[src/rtl/motor_pkg.sv]
// Shared constants and types for the motor ramp sequencer: H-bridge direction codes,
// sequencer states and the applied-duty width.
package motor_pkg;
   localparam int DUTY_W = 8;

   localparam logic [1:0] DIR_FWD   = 2'b10;
   localparam logic [1:0] DIR_REV   = 2'b01;
   localparam logic [1:0] DIR_COAST = 2'b00;
   localparam logic [1:0] DIR_BRAKE = 2'b11;

   typedef enum logic [1:0] {
      IDLE,
      RAMP,
      RAMP_DOWN,
      DEAD
   } state_e;
endpackage

[src/rtl/tick_gen.sv]
// Free-running prescaler: tick is high for one clock out of every DIV clocks.
// Shared with the display refresh logic, so it knows nothing about motors.
module tick_gen #(
   parameter int DIV = 100000
) (
   input  logic clk,
   input  logic reset,
   output logic tick
);
   localparam int CW = (DIV > 1) ? $clog2(DIV) : 1;
   localparam logic [CW-1:0] LAST = CW'(DIV - 1);

   logic [CW-1:0] cnt_q, cnt_d;

   always_comb begin
      cnt_d = (cnt_q == LAST) ? '0 : cnt_q + 1'b1;
   end

   always_ff @(posedge clk or posedge reset) begin
      if (reset) cnt_q <= '0;
      else       cnt_q <= cnt_d;
   end

   assign tick = (cnt_q == LAST);
endmodule

[src/rtl/motor_ramp_sequencer.sv]
// Slew-limited duty/direction sequencer for the H-bridge: ramps to zero and coasts for a dead
// time before any reversal. Optional command watchdog enabled by defining CMD_WATCHDOG_EN.
module motor_ramp_sequencer
   import motor_pkg::*;
#(
   parameter int RAMP_DIV    = 100000,
   parameter int STEP        = 1,
   parameter int DEAD_CYCLES = 10000
`ifdef CMD_WATCHDOG_EN
   ,
   parameter int WDOG_CYCLES = 100000000
`endif
) (
   input  logic              clk,
   input  logic              reset,
   input  logic              cmd_valid,
   input  logic [1:0]        cmd_dir,
   input  logic [DUTY_W-1:0] cmd_duty,
   output logic [DUTY_W-1:0] duty,
   output logic [1:0]        dir,
   output logic              busy,
   output logic              done
`ifdef CMD_WATCHDOG_EN
   ,
   output logic              wdog_trip
`endif
);
   localparam int DW = (DEAD_CYCLES > 1) ? $clog2(DEAD_CYCLES) : 1;
   localparam logic [DW-1:0]     DEAD_LOAD = DW'(DEAD_CYCLES - 1);
   localparam logic [DUTY_W:0]   STEP_W    = (DUTY_W + 1)'(STEP);
   localparam logic [DUTY_W-1:0] STEP_N    = DUTY_W'(STEP);

   state_e            state_q, state_d;
   logic [DUTY_W-1:0] duty_q, duty_d, tgt_duty_q, tgt_duty_d;
   logic [1:0]        dir_q, dir_d, tgt_dir_q, tgt_dir_d;
   logic [DW-1:0]     dead_q, dead_d;
   logic              done_q, done_d;
   logic              tick;
   logic              force_coast;

   // One slew step toward tgt in 9-bit arithmetic, clamped so it never passes the target.
   function automatic logic [DUTY_W-1:0] ramp_toward(input logic [DUTY_W-1:0] cur,
                                                     input logic [DUTY_W-1:0] tgt);
      logic [DUTY_W:0] up_sum, down_thr;
      up_sum   = {1'b0, cur} + STEP_W;
      down_thr = {1'b0, tgt} + STEP_W;
      if (cur < tgt) ramp_toward = (up_sum > {1'b0, tgt}) ? tgt : up_sum[DUTY_W-1:0];
      else           ramp_toward = ({1'b0, cur} > down_thr) ? cur - STEP_N : tgt;
   endfunction

   tick_gen #(.DIV(RAMP_DIV)) u_tick (
      .clk  (clk),
      .reset(reset),
      .tick (tick)
   );

`ifdef CMD_WATCHDOG_EN
   localparam int WW = (WDOG_CYCLES > 1) ? $clog2(WDOG_CYCLES) : 1;
   localparam logic [WW-1:0] WLAST = WW'(WDOG_CYCLES - 1);

   logic [WW-1:0] wdog_q, wdog_d;
   logic          wdog_trip_q;

   always_comb begin
      wdog_d = wdog_q;
      if (cmd_valid)          wdog_d = '0;
      else if (wdog_q != WLAST) wdog_d = wdog_q + 1'b1;
      force_coast = !cmd_valid && (wdog_q != WLAST) && (wdog_d == WLAST);
   end

   always_ff @(posedge clk or posedge reset) begin
      if (reset) begin
         wdog_q      <= '0;
         wdog_trip_q <= 1'b0;
      end else begin
         wdog_q      <= wdog_d;
         wdog_trip_q <= force_coast;
      end
   end

   assign wdog_trip = wdog_trip_q;
`else
   assign force_coast = 1'b0;
`endif

   always_comb begin
      tgt_dir_d  = tgt_dir_q;
      tgt_duty_d = tgt_duty_q;
      if (cmd_valid) begin
         tgt_dir_d  = cmd_dir;
         tgt_duty_d = (cmd_dir == DIR_COAST || cmd_dir == DIR_BRAKE) ? '0 : cmd_duty;
      end else if (force_coast) begin
         tgt_dir_d  = DIR_COAST;
         tgt_duty_d = '0;
      end
   end

   always_comb begin
      state_d = state_q;
      duty_d  = duty_q;
      dir_d   = dir_q;
      dead_d  = dead_q;
      done_d  = 1'b0;
      case (state_q)
         IDLE: begin
            if (tgt_dir_q != dir_q)        state_d = RAMP_DOWN;
            else if (tgt_duty_q != duty_q) state_d = RAMP;
         end
         RAMP: begin
            if (tgt_dir_q != dir_q) begin
               state_d = RAMP_DOWN;
            end else if (duty_q == tgt_duty_q) begin
               state_d = IDLE;
               done_d  = 1'b1;
            end else if (tick) begin
               duty_d = ramp_toward(duty_q, tgt_duty_q);
            end
         end
         RAMP_DOWN: begin
            if (tgt_dir_q == dir_q) begin
               state_d = RAMP;
            end else if (duty_q == '0) begin
               dir_d   = DIR_COAST;
               dead_d  = DEAD_LOAD;
               state_d = DEAD;
            end else if (tick) begin
               duty_d = ramp_toward(duty_q, '0);
            end
         end
         DEAD: begin
            // Direction is taken from the target as it stands when the dead time expires.
            if (dead_q == '0) begin
               dir_d = tgt_dir_q;
               if (tgt_duty_q != '0) begin
                  state_d = RAMP;
               end else begin
                  state_d = IDLE;
                  done_d  = 1'b1;
               end
            end else begin
               dead_d = dead_q - 1'b1;
            end
         end
         default: state_d = IDLE;
      endcase
   end

   always_ff @(posedge clk or posedge reset) begin
      if (reset) begin
         state_q    <= IDLE;
         duty_q     <= '0;
         dir_q      <= DIR_COAST;
         tgt_dir_q  <= DIR_COAST;
         tgt_duty_q <= '0;
         dead_q     <= '0;
         done_q     <= 1'b0;
      end else begin
         state_q    <= state_d;
         duty_q     <= duty_d;
         dir_q      <= dir_d;
         tgt_dir_q  <= tgt_dir_d;
         tgt_duty_q <= tgt_duty_d;
         dead_q     <= dead_d;
         done_q     <= done_d;
      end
   end

   assign duty = duty_q;
   assign dir  = dir_q;
   assign busy = (state_q != IDLE);
   assign done = done_q;
endmodule

[config.mk]
export PLATFORM = sky130hd
export DESIGN_NAME = motor_ramp_sequencer
export DESIGN_NICKNAME = d
export VERILOG_FILES = /design/src/rtl/motor_pkg.sv /design/src/rtl/tick_gen.sv /design/src/rtl/motor_ramp_sequencer.sv
export SDC_FILE = /design/constraint.sdc
export NUM_CORES = 1
export LEC_CHECK = 0
export CORE_ASPECT_RATIO = 1.5
export CORE_MARGIN = 1
export CORE_UTILIZATION = 50
export CTS_CLUSTER_DIAMETER = 60
export DETAILED_ROUTE_END_ITERATION = 6
export GPL_ROUTABILITY_DRIVEN = 0
export PLACE_DENSITY = 0.69
export SLEW_MARGIN = 10
export SYNTH_ARGS = -nofsm -noshare
export SYNTH_HDL_FRONTEND = slang
export SYNTH_SLANG_ARGS = --single-unit
[constraint.sdc]
create_clock -name clk -period 4.61 [get_ports clk]
set_clock_uncertainty 0.2 [all_clocks]
set_input_delay 0.922 -clock clk [delete_from_list [all_inputs] [get_ports clk]]
set_output_delay 0.922 -clock clk [all_outputs]
set_load 0.005 [all_outputs]
==> summary.md <==
| Metric | Value |
|---|---|
| Status | complete, no violations |
| Max clock buf depth | 2 |
| Period minus WS final | about 3.4 ns |
| Vias | about 3300 |
| Power share of the clock group | 0.117 |
| Post-synth top area share | 0.350 |
| Maximum clock frequency | 292 MHz |
| Leak Pwr | between 1.5 and 2 nW |
| Comb pwr share | 0.561 |
| Switching share of power | 0.463 |
| Largest stage delay, worst path | roughly 0.65 ns |
| Post-CTS Setup Inserts | 0 |
| Mux share of post-synthesis cell area | 0.0408 |
| CTS root buffer | clkbuf_8 |
| Worst R2R Path Depth | 12 |
| Post-synth top area cell | dfrtp_1 |
| Sequential share of power | 0.322 |
| H-tree levels | 2 |
| Worst path cell trace | and3_1 > and3_1 > nand3_1 > xnor2_1 > ha_1 > nand3_1 > nor3_1 > o22ai_1 > nor2_2 > mux2i_1 > mux2_2 > o221ai_1 |
| First-pass GRT wire length | between 15 and 20 mm |
| Clock latency on the worst-skew pair | between 0.3 and 0.4 ns |
| Total GRT Usage | 0.260 |
| Hold Buf Count CTS | 0 |
| Post-Synth Adder-Cell Area | 0.104 |
| Critical path class | reg2reg |
| Seq. cell area | approximately 0.0014 sq mm |
| Post-Syn Area | around 0.0039 sq mm |
| Max VDD drop | between 0.0002 and 0.0003 V |
| Residual DRC | 0 |
| Critical path depth in cells | 12 |
| First DRT Iteration DRCs | slightly above 200 |
| Pint | between 1 and 1.5 mW |
| CP max FO | 13 |
| CTS tree | done |
| Top-count cell post-synth | dfrtp_1 |
| Die Width | roughly 74 um |
| Net Count, Synth | ~470 |
| Grt total ovfl | 0 |
| Reg clk slew, reported paths | roughly 0.10 ns |
| Max Cap Viol | 0 |
| Vias in the first global route | between 3000 and 4000 |
| Pre-CTS setup slack | ~1.2 ns |
| Simple-gate share of the synthesized area | 0.232 |
| Compound-Gate Fraction of Synth Area | 0.134 |
| Drt total wl | roughly 9.5 mm |
| Buf/Inv on CP | 0 |
| Switching pwr | between 1 and 1.5 mW |
| Crit Reg-Reg Startpoint | duty[2] |
| Hpwl dp | 7.08 mm |
| Synth top cells by count | dfrtp_1 (54), nand2_1 (44), nor2_1 (34) |
| Core region area | approximately 0.0074 sq mm |
| Final core area utilization | 0.577 |
| Starting Density | 0.525 |
| Area contributors post-synth | dfrtp_1 (35%), ha_1 (10%), xnor2_1 (6.3%), nand2_1 (4.3%), xor2_1 (4.1%) |
| Fraction of registers with async set/reset | 1.00 |
| Number of iterations in the first detailed-routing pass | 4 |
| Req. time, crit path | around 4.6 ns |
| FF-to-FF End | duty[2] |
| Post-CTS resize count | 0 |
| Largest family of logic cells by synthesized area | simple AND/OR/NAND/NOR gates |
| Row cnt | 38 |
| Crit path capture | duty[2] |
| Clk sinks | 54 |
| Setup crit start kind | flop |
| P&R area growth vs syn | 10.0% |
| Final setup viols | 0 |
| CTS buffer count | 5 |
| Wire per inst | 17.4 um |
| Diodes inserted | 0 |
| R2r setup slk | 1.18 ns |
| Worst slew margin | 0.400 |
| Total Nets Final | 490 |
| Mapped Cells | ~430 |
| Die span in y | 110 um |
| Hold Path Class | reg2reg |
| Synthesis Warnings | 0 |
| Initial antenna violation count | 0 |
| FILL cells | around 670 |
| Yosys reg bits | 54 |
| Detail Route Antenna Nets | 0 |
| Period utilization | 0.743 |
| Seq/Total Area, Yosys | 0.350 |
| Final Hold Vio Count | 0 |
| Delay-heaviest family, CP | simple AND/OR/NAND/NOR gates |
| Final WS setup | ~1.2 ns |
| CP Capture Type | flop |
| Die area | 0.00809 sq mm |
| Tot Pwr | approximately 2.3 mW |
| PortBufs | 24 |
| Sum Neg Setup Slack | 0 ns |
| Final slew viol count | 0 |
| Area of the multi-input gates | 0.00237 sq mm |
| DR vias/cell | about 6.0 |
| Ys flop type | dfrtp_1 |
| Share of cells above drive strength 1 | 0.0607 |
| Largest net degree at the start of global routing | 43 |
| I/O pin count | 25 |
| Pwr dens | between 500 and 600 mW/mm^2 |
| Critical Path Source | duty[2] |
| Tightest Pin Transition | approximately 0.90 ns |
| Count of cell types in the netlist | 57 |
| RSZ-0062 raised after global routing | false |
| Number of flops mapped to enable cells by yosys | 0 |
| Post-Synth XOR/XNOR Area | 0.104 |
| WP data arrival | 3.46 ns |
| CP max-delay cell | dfrtp_1 |
| Mapped Avg Cell Area | a little over 9 sq um |
[sequential cells by signal (all words and copies together), names as in the netlist]
register / cells
tgt_duty_q: 8
dead_q: 14
dir: 2
u_tick.cnt_q: 17
done: 1
state_q: 2
tgt_dir_q: 2
duty: 8
[cell usage in the layout, fill, tap and decap left out, drive strengths merged, types with 3 or more instances in the layout]
cell,synthesis,final
dfrtp,54,54
nand2,44,44
nor2,36,36
ha,32,32
xnor2,28,28
clkdlybuf4s50,0,24
inv,20,20
nand3,19,19
xor2,18,18
a21oi,16,16
o21ai,14,14
nand4,13,13
o22ai,12,12
nor3,12,12
mux2i,9,9
nor4,6,6
mux2,6,6
clkbuf,7,6
nor2b,5,5
a22oi,5,5
and3,5,5
or4,5,5
and2,4,4
a31oi,4,4
o211ai,4,4
nor3b,3,3
nand2b,3,3
a21o,3,3
a22o,3,3
or3,3,3
[power groups by stage]
| stage | combinational [mW] | clock (mW) | sequential (mW) |
|---|---|---|---|
| after floorplan | 1.04 | 0 | 0.622 |
| after global placement | 1.24 | 0 | 0.735 |
| after detailed placement | 1.26 | 0 | 0.740 |
| after CTS | 1.27 | 0.276 | 0.730 |
| after global routing | 1.42 | 0.295 | 0.745 |
| final | 1.28 | 0.266 | 0.732 |
[cells by family after synthesis]
| group | count (synthesis) |
|---|---|
| AOI/OAI and AO/OA | 77 |
| xor gates and xnor gates | 46 |
| adders and majority gates | 32 |
| buffers and inverters | 33 |
| DFF | 54 |
| muxes | 15 |
| and+or+nand+nor | 169 |
[metal layers]
layer / vias up / part of all wire / GRT usage
li1: 1571 / - / -
met1: 1554 / 0.40 / 0.286
met2: 103 / 0.52 / 0.463
met3: 29 / 0.042 / 0.0422
met4: 0 / 0.040 / 0.150
met5: - / 0 / 0
[layout make-up]
cell class	instances	share of cell area
Clock buffer	6	0.0171
Clock inverter	1	0.00176
Timing Repair Buffer	25	0.0582
Multi-Input combinational cell	339	0.558
Inverter	20	0.0176
Tap cell	100	0.0294
Sequential cell	54	0.318
[worst reg2reg max path, stage by stage (launching register included)]
cell and delay, ns:
dfrtp_1 0.65, and3_1 0.25, and3_1 0.20, nand3_1 0.10, xnor2_1 0.19, ha_1 0.32
nand3_1 0.09, nor3_1 0.20, o22ai_1 0.14, nor2_2 0.41, mux2i_1 0.13, mux2_2 0.28
o221ai_1 0.17
[stage by stage]
stage	hold slack [ns]	std cells	instance area, sq um
6_report	0.294	545	4250
5_1_grt	0.313	545	4250
4_1_cts	0.302	545	4250
3_5_place_dp	0.289	538	4170
3_3_place_gp	0.272	538	4170
2_1_floorplan	0.253	426	3870
[worst min path at each step]
stage                          startpoint         endpoint  slack (ns)  depth (start not counted)
after detailed placement  u_tick.cnt_q[4]  u_tick.cnt_q[4]        0.29                          1
final                     u_tick.cnt_q[0]  u_tick.cnt_q[0]        0.29                          1
after global placement    u_tick.cnt_q[4]  u_tick.cnt_q[4]        0.27                          1
after CTS                 u_tick.cnt_q[0]  u_tick.cnt_q[0]        0.30                          1
after global routing      u_tick.cnt_q[4]  u_tick.cnt_q[4]        0.31                          1
after floorplan           u_tick.cnt_q[4]  u_tick.cnt_q[4]        0.25                          1
Power figures use the tool's default switching activity.
